$ cat src/rtl/wb_trace_buffer_if.sv
// ---------------------------------------------------------------------------
// wb_trace_buffer_if
//
// Bundles the observation inputs, the control strobes and the valid/ready
// drain port of wb_trace_buffer.
//
// Parameters: DATA_W (reg/memory data width), ADDR_W (memory address width),
//             DEPTH (FIFO entries, power of two >= 2).
//
// Signals (direction seen from the trace buffer, i.e. the slave modport):
//   trace_en       in   capture enable
//   reg_write_sig  in   core register write strobe
//   reg_num        in   destination register (5 bits)
//   reg_data       in   value written to the register file
//   wr / rd        in   data memory write / read strobes
//   addr           in   data memory address
//   wr_data        in   store data
//   rd_data        in   load data
//   clr_ovf        in   clears overflow and drop_cnt
//   out_ready      in   consumer accepts the head record
//   out_valid      out  head record available
//   out_data       out  head record (REC_W bits)
//   level          out  occupancy, 0..DEPTH
//   overflow       out  sticky "a record was dropped"
//   drop_cnt       out  saturating dropped-record count (16 bits)
//
// Modports: master = core/consumer side, slave = trace buffer.
// ---------------------------------------------------------------------------
interface wb_trace_buffer_if #(
  parameter int DATA_W = 32,
  parameter int ADDR_W = 9,
  parameter int DEPTH  = 16
);
  localparam int REC_W = 3 + 5 + DATA_W + ADDR_W + DATA_W + 32;
  localparam int LVL_W = $clog2(DEPTH) + 1;

  logic              trace_en;
  logic              reg_write_sig;
  logic [4:0]        reg_num;
  logic [DATA_W-1:0] reg_data;
  logic              wr;
  logic              rd;
  logic [ADDR_W-1:0] addr;
  logic [DATA_W-1:0] wr_data;
  logic [DATA_W-1:0] rd_data;
  logic              clr_ovf;
  logic              out_valid;
  logic              out_ready;
  logic [REC_W-1:0]  out_data;
  logic [LVL_W-1:0]  level;
  logic              overflow;
  logic [15:0]       drop_cnt;

  modport master (
    output trace_en, reg_write_sig, reg_num, reg_data,
    output wr, rd, addr, wr_data, rd_data,
    output clr_ovf, out_ready,
    input  out_valid, out_data, level, overflow, drop_cnt
  );

  modport slave (
    input  trace_en, reg_write_sig, reg_num, reg_data,
    input  wr, rd, addr, wr_data, rd_data,
    input  clr_ovf, out_ready,
    output out_valid, out_data, level, overflow, drop_cnt
  );
endinterface

$ cat src/rtl/wb_trace_buffer.sv
// ---------------------------------------------------------------------------
// wb_trace_buffer
//
// Passive observer of the pipelined RISC-V core's writeback and data-memory
// activity. Every cycle carrying a traced event is packed into one record
// and written into a DEPTH-entry FIFO that a valid/ready consumer drains.
// The core is never stalled: when the FIFO is full and nothing is popped,
// the new record is dropped, the sticky overflow flag is set and drop_cnt
// counts the loss (saturating at 0xFFFF).
//
// Record layout, MSB -> LSB:
//   {f_reg, f_wr, f_rd, reg_num[4:0], reg_data, addr, mem_data, ts[31:0]}
//
// Ports:
//   clk    clock
//   reset  synchronous active-high reset (flushes the FIFO, clears flags)
//   bus    wb_trace_buffer_if.slave: observation inputs, trace_en, clr_ovf
//          and the out_valid/out_ready/out_data drain port plus the
//          level/overflow/drop_cnt status outputs
//
// Build option:
//   WB_TRACE_TIMESTAMP_EN  when defined, a free-running 32-bit cycle counter
//                          (0 in the first cycle after reset) fills the ts
//                          field; otherwise ts is constant 0 and no counter
//                          exists. Port widths are identical in both builds.
// ---------------------------------------------------------------------------
module wb_trace_buffer #(
  parameter int DATA_W = 32,
  parameter int ADDR_W = 9,
  parameter int DEPTH  = 16
) (
  input  logic              clk,
  input  logic              reset,
  wb_trace_buffer_if.slave  bus
);
  localparam int PTR_W = $clog2(DEPTH);
  localparam int LVL_W = PTR_W + 1;
  localparam int REC_W = 3 + 5 + DATA_W + ADDR_W + DATA_W + 32;
  localparam logic [LVL_W-1:0] FULL_LVL = LVL_W'(DEPTH);

  // Saturating increment for the 16-bit drop counter.
  function automatic logic [15:0] sat_inc16(input logic [15:0] v);
    return (v == 16'hFFFF) ? v : v + 16'd1;
  endfunction

  // Memory data field: a store wins over a load when both strobes are set.
  function automatic logic [DATA_W-1:0] sel_mem_data(
    input logic              wr_i,
    input logic              rd_i,
    input logic [DATA_W-1:0] wr_data_i,
    input logic [DATA_W-1:0] rd_data_i
  );
    if (wr_i)      return wr_data_i;
    else if (rd_i) return rd_data_i;
    else           return '0;
  endfunction

  // ---- timestamp source --------------------------------------------------
  logic [31:0] ts_p0;

`ifdef WB_TRACE_TIMESTAMP_EN
  logic [31:0] ts_cnt;

  always_ff @(posedge clk) begin
    if (reset) ts_cnt <= '0;
    else       ts_cnt <= ts_cnt + 32'd1;
  end

  assign ts_p0 = ts_cnt;
`else
  assign ts_p0 = '0;
`endif

  // ---- stage p0: record assembly from the current cycle's observation ----
  logic              f_reg_p0;
  logic              f_wr_p0;
  logic              f_rd_p0;
  logic              vld_p0;
  logic [4:0]        reg_num_p0;
  logic [DATA_W-1:0] reg_data_p0;
  logic [ADDR_W-1:0] addr_p0;
  logic [DATA_W-1:0] mem_data_p0;
  logic [REC_W-1:0]  rec_p0;

  always_comb begin
    // Writes to x0 are architecturally invisible and are not traced.
    f_reg_p0    = bus.reg_write_sig & (bus.reg_num != 5'd0);
    f_wr_p0     = bus.wr;
    f_rd_p0     = bus.rd;
    vld_p0      = bus.trace_en & (f_reg_p0 | f_wr_p0 | f_rd_p0);
    // Unused fields are zeroed so records compare cleanly downstream.
    reg_num_p0  = f_reg_p0 ? bus.reg_num : 5'd0;
    reg_data_p0 = f_reg_p0 ? bus.reg_data : '0;
    addr_p0     = (f_wr_p0 | f_rd_p0) ? bus.addr : '0;
    mem_data_p0 = sel_mem_data(bus.wr, bus.rd, bus.wr_data, bus.rd_data);
    rec_p0      = {f_reg_p0, f_wr_p0, f_rd_p0, reg_num_p0, reg_data_p0,
                   addr_p0, mem_data_p0, ts_p0};
  end

  // ---- stage p1: FIFO storage and occupancy ------------------------------
  logic [REC_W-1:0] mem [DEPTH];
  logic [PTR_W-1:0] wr_ptr;
  logic [PTR_W-1:0] rd_ptr;
  logic [LVL_W-1:0] count;
  logic             empty;
  logic             full;
  logic             pop;
  logic             push;
  logic             drop;
  logic [LVL_W-1:0] count_nxt;

  assign empty = (count == '0);
  assign full  = (count == FULL_LVL);
  // An empty FIFO cannot pop, so a same-cycle push simply lands.
  assign pop   = ~empty & bus.out_ready;
  // A full FIFO still accepts a push when the head leaves in the same cycle.
  assign push  = vld_p0 & (~full | pop);
  assign drop  = vld_p0 & full & ~pop;

  assign count_nxt = count + LVL_W'(push) - LVL_W'(pop);

  // Storage carries no reset; validity is tracked by count alone.
  always_ff @(posedge clk) begin
    if (push) mem[wr_ptr] <= rec_p0;
  end

  always_ff @(posedge clk) begin
    if (reset) begin
      wr_ptr <= '0;
      rd_ptr <= '0;
      count  <= '0;
    end else begin
      if (push) wr_ptr <= wr_ptr + PTR_W'(1);
      if (pop)  rd_ptr <= rd_ptr + PTR_W'(1);
      count <= count_nxt;
    end
  end

  // ---- overflow bookkeeping ----------------------------------------------
  logic        overflow_q;
  logic [15:0] drop_cnt_q;

  // A drop in the same cycle as clr_ovf takes priority and restarts the
  // count at one, so the loss is never hidden by the clear.
  always_ff @(posedge clk) begin
    if (reset) begin
      overflow_q <= 1'b0;
      drop_cnt_q <= '0;
    end else if (drop) begin
      overflow_q <= 1'b1;
      drop_cnt_q <= bus.clr_ovf ? 16'd1 : sat_inc16(drop_cnt_q);
    end else if (bus.clr_ovf) begin
      overflow_q <= 1'b0;
      drop_cnt_q <= '0;
    end
  end

  // ---- outputs -----------------------------------------------------------
  assign bus.out_valid = ~empty;
  assign bus.out_data  = mem[rd_ptr];
  assign bus.level     = count;
  assign bus.overflow  = overflow_q;
  assign bus.drop_cnt  = drop_cnt_q;

endmodule
$ cat src/flat_wrapper.sv
// flat-port wrapper written by rule: the top's interface ports become plain ports
module wb_trace_buffer_flat 
#(
  parameter int DATA_W = 32,
  parameter int ADDR_W = 9,
  parameter int DEPTH  = 16
)
  (clk, reset, bus_trace_en, bus_reg_write_sig, bus_reg_num, bus_reg_data, bus_wr, bus_rd, bus_addr, bus_wr_data, bus_rd_data, bus_clr_ovf, bus_out_ready, bus_out_valid, bus_out_data, bus_level, bus_overflow, bus_drop_cnt);
  wb_trace_buffer_if #(.DATA_W(DATA_W), .ADDR_W(ADDR_W), .DEPTH(DEPTH)) bus_i ();
  input  logic clk;
  input  logic reset;
  input wire logic [$bits(bus_i.trace_en)-1:0] bus_trace_en;
  input wire logic [$bits(bus_i.reg_write_sig)-1:0] bus_reg_write_sig;
  input wire logic [$bits(bus_i.reg_num)-1:0] bus_reg_num;
  input wire logic [$bits(bus_i.reg_data)-1:0] bus_reg_data;
  input wire logic [$bits(bus_i.wr)-1:0] bus_wr;
  input wire logic [$bits(bus_i.rd)-1:0] bus_rd;
  input wire logic [$bits(bus_i.addr)-1:0] bus_addr;
  input wire logic [$bits(bus_i.wr_data)-1:0] bus_wr_data;
  input wire logic [$bits(bus_i.rd_data)-1:0] bus_rd_data;
  input wire logic [$bits(bus_i.clr_ovf)-1:0] bus_clr_ovf;
  input wire logic [$bits(bus_i.out_ready)-1:0] bus_out_ready;
  output wire logic [$bits(bus_i.out_valid)-1:0] bus_out_valid;
  output wire logic [$bits(bus_i.out_data)-1:0] bus_out_data;
  output wire logic [$bits(bus_i.level)-1:0] bus_level;
  output wire logic [$bits(bus_i.overflow)-1:0] bus_overflow;
  output wire logic [$bits(bus_i.drop_cnt)-1:0] bus_drop_cnt;
  assign bus_i.trace_en = bus_trace_en;
  assign bus_i.reg_write_sig = bus_reg_write_sig;
  assign bus_i.reg_num = bus_reg_num;
  assign bus_i.reg_data = bus_reg_data;
  assign bus_i.wr = bus_wr;
  assign bus_i.rd = bus_rd;
  assign bus_i.addr = bus_addr;
  assign bus_i.wr_data = bus_wr_data;
  assign bus_i.rd_data = bus_rd_data;
  assign bus_i.clr_ovf = bus_clr_ovf;
  assign bus_i.out_ready = bus_out_ready;
  assign bus_out_valid = bus_i.out_valid;
  assign bus_out_data = bus_i.out_data;
  assign bus_level = bus_i.level;
  assign bus_overflow = bus_i.overflow;
  assign bus_drop_cnt = bus_i.drop_cnt;
  wb_trace_buffer #(.DATA_W(DATA_W), .ADDR_W(ADDR_W), .DEPTH(DEPTH)) u_core (.clk(clk), .reset(reset), .bus(bus_i));
endmodule
$ cat config.mk
export PLATFORM = sky130hd
export DESIGN_NAME = wb_trace_buffer_flat
export DESIGN_NICKNAME = d
export VERILOG_FILES = /design/src/rtl/wb_trace_buffer_if.sv /design/src/rtl/wb_trace_buffer.sv /design/src/flat_wrapper.sv
export SDC_FILE = /design/constraint.sdc
export NUM_CORES = 1
export LEC_CHECK = 0
export CORE_ASPECT_RATIO = 1.1
export CORE_MARGIN = 2
export CORE_UTILIZATION = 64
export CTS_CLUSTER_DIAMETER = 80
export DETAILED_ROUTE_END_ITERATION = 6
export MAX_ROUTING_LAYER = met4
export PLACE_DENSITY = 0.84
export SLEW_MARGIN = 30
export SYNTH_ARGS = -nofsm -noshare
export SYNTH_HDL_FRONTEND = slang
export SYNTH_SLANG_ARGS = --single-unit
$ cat constraint.sdc
create_clock -name clk -period 13.8 [get_ports clk]
set_input_delay 1.38 -clock clk [delete_from_list [all_inputs] [get_ports clk]]
set_output_delay 1.38 -clock clk [all_outputs]
set_load 0.03 [all_outputs]
==> flow_summary.ini <==
[pwr]
switching_share_pct = 26.0
p_seq_share_pct = 45.9
peakVddDrop_v = 0.000127
p_clk_share_pct = 33.6
p_switching_uw = 2610
p_per_area_mw_per_mm2 = 171
p_leak_uw = 0.0182
comb_power_share_pct = 20.5
internal_power_uw = 7430

[worst_setup_path]
arrival_ns = 4.97
reg2reg_depth = 8
setup.worst_path.class = flop to primary output
critPathCaptureType = primary output
cp_max_fo = 68
crit_path_max_incr_delay_ns = 0.86
r2r_end = u_core.mem[1][78]
cp_data_required_time_ns = 12.42
rrSetupSlack_ns = 9.94
crit_chain = buf_12, buf_12, buf_16, mux4_2, mux4_2, clkdlybuf4s50_1
cpMaxStageDelayCell = dfxtp_4
cp-start-kind = flop
regToRegStartpoint = u_core.bus.level[3]

[worst_hold_path]
min_path_cells = 2
whs_endpoint = u_core.bus.overflow
min_from = u_core.bus.overflow
hold_class = flop to flop

[route]
dr.pass1.iters = 5
drc_errors = 0
vias_per_cell = 6.98
routed_wl_um = 127000
drtIter0Drc = 3385
num_vias = 24800
wl_per_cell_um = 35.7
ant_nets = 0

[finish]
drive_gt1_share_pct = 26.9
nNetsFinal = 2538
syn_to_final_growth_pct = 14.7

[logic_synthesis]
ys_seq_elements = 1330
netlist_instances = 2127
yosysSeqAreaShare_pct = 77.5
syn_area_mm2 = 0.0511
async_reset_ff_share_pct = 0
synthFlopType = edfxtp_1
ys_warn_count = 0
syn-mean-instance-area_um2 = 24.0
synth_cell_types = 52
synth_edf_count = 1296

[place]
dp_hpwl_um = 58400
gp_congestion = 0.797
dp_slack_ns = 7.78
portBuffers = 221

[clock_tree]
cts_buffers = 120
cts_buffer_depth = 3
post_cts_buffers = 0
path_clk_slew_ns = 0.07
cts_root_buf = clkbuf_16
hold_buffers = 0
cts_tree = built
clock_sinks = 1330
insertion_delay_ns = 0.71
h-tree-depth = 3
cts_resized = 0

[timing]
fin_crit_sh_pct = 46.0
rsz0062_at_grt = no
finalSetupTns_ns = 0
finClkSkew_ns = 0.0246
setup_violations = 0
post-route-worst-setup-slack_ns = 7.45
drv_slew = 0
min_period_ns = 6.35
max_freq_mhz = 157
tightest_slew_ns = 1.00
timing.slew.headroom_pct = 33.4
finalHoldViolations = 0

[global_routing]
first_global_vias = 25900
track_usage_pct = 32.8
antenna_found_initial = 2
grt_pass1_wl_um = 182000
grt.overflow.total = 0
grt_max_degree = 110

[floorplan]
fp.dieW_um = 273
die_height_um = 300
ioPinCount = 254
core-area_mm2 = 0.0791
start_util_pct = 64.7
die_area_mm2 = 0.0821
rows = 108

[outcome]
outcome = finished, final reports clean

[job]
maxCapViolations = 0
==> cell usage after synthesis (8+ instances only) <==
master / count / area share (%)
a22o_1: 32 / 0.55
clkbuf_1: 64 / 0.47
mux4_2: 405 / 18
nor2b_1: 11 / 0.13
nor2_1: 36 / 0.26
nand2_1: 14 / 0.10
buf_2: 38 / 0.37
inv_1: 10 / 0.073
nor3_1: 8 / 0.078
ha_1: 12 / 0.29
and2_1: 40 / 0.49
a21oi_1: 16 / 0.16
dfxtp_1: 34 / 1.3
edfxtp_1: 1296 / 76
buf_4: 32 / 0.47
==> layout make-up <==
class,instances,area (um2)
Clock inverter,84,818
Timing Repair Buffer,269,2680
Tap cell,1045,1310
Inverter,10,37.5
Antenna cell,2,5.00
Clock buffer,143,3130
Sequential cell,1330,39600
Multi-Input combinational cell,676,11000
Fill cell,3939,20400
==> registers in the layout, indices dropped and copies added, names as in the netlist, named ones only <==
name / cells
u_core.bus.overflow: 1
u_core.wr_ptr: 4
u_core.bus.level: 5
u_core.rd_ptr: 4
u_core.bus.drop_cnt: 16
u_core.mem: 1296
==> cell usage in the layout, fill, tap and decap left out, types with 6 or more instances in the layout <==
cell type        synthesis  routed
edfxtp_1              1296    1296
mux4_2                 405     405
clkdlybuf4s50_1          0     220
clkbuf_16                0     122
and2_1                  40      40
buf_4                   32      35
a22o_1                  32      32
conb_1                   1      32
clkinv_2                 0      30
dfxtp_1                 34      30
clkinv_1                 0      27
nor2_1                  36      23
clkbuf_1                64      21
a21oi_1                 16      16
nand2_1                 14      14
bufinv_16                0      14
nor2_4                   0      12
ha_1                    12      12
inv_1                   10      10
nor2b_2                  0       8
buf_6                    3       8
inv_6                    0       6
==> power groups by stage <==
stage | registers, uW | logic, uW | clock network (uW)
after floorplan | 4660 | 1470 | 0
after global placement | 4680 | 1960 | 0
after detailed placement | 4690 | 2020 | 0
after CTS | 4610 | 2070 | 3410
after global routing | 4620 | 2160 | 3530
final | 4610 | 2060 | 3380
==> cell families after synthesis <==
group | share of synthesized area, %
other | 0.00734
flip-flops | 77.5
AO/OA/AOI/OAI | 1.06
XOR/XNOR | 0.171
multiplexers | 17.9
adder cells (fa/ha/maj) | 0.333
buffers and inverters | 1.49
AND/OR/NAND/NOR | 1.53
==> worst max path at each step <==
| stage | slack, ns | cells after the start | startpoint | to |
|---|---|---|---|---|
| detailed placement | 7.78 | 6 | flop | bus_out_data[45] |
| finish | 7.45 | 6 | flop | bus_out_data[45] |
| global placement | 7.94 | 5 | flop | bus_out_data[68] |
| global route | 7.03 | 6 | flop | bus_out_data[45] |
| CTS | 7.00 | 6 | flop | bus_out_data[74] |
| floorplan | 5.39 | 6 | bus_wr | u_core.mem[0][0] |
==> through the flow <==
step | instance area, um2 | util [%] | power [uW] | hold slack, ns | cells
final | 58600 | 74.1 | 10000 | 0.489 | 3559
after detailed placement | 54600 | 69.0 | 6710 | 0.480 | 3328
after global routing | 58600 | 74.1 | 10300 | 0.527 | 3559
after floorplan | 51200 | - | 6130 | 0.485 | 2158
after global placement | 54500 | 69.0 | 6640 | 0.483 | 3327
after CTS | 58500 | 74.0 | 10100 | 0.498 | 3555
==> critical path, delay by kind of cell (launching register included) <==
kind	cells	cell delay [ns]
multiplexers	2	1.13
buffers and inverters	4	2.15
flip-flops	1	0.86
==> routing by layer <==
layer  wire length (um)  track usage, %  part of all wire, %  up-vias
li1                   -               -                    -     9615
met5                  0               -                    0        -
met1              42300            41.0                   33    13000
met2              66800            53.6                   53     1900
met3              12500            6.62                  9.9      316
met4               5460            13.1                  4.3        0
(Power assumes the default switching activity.)
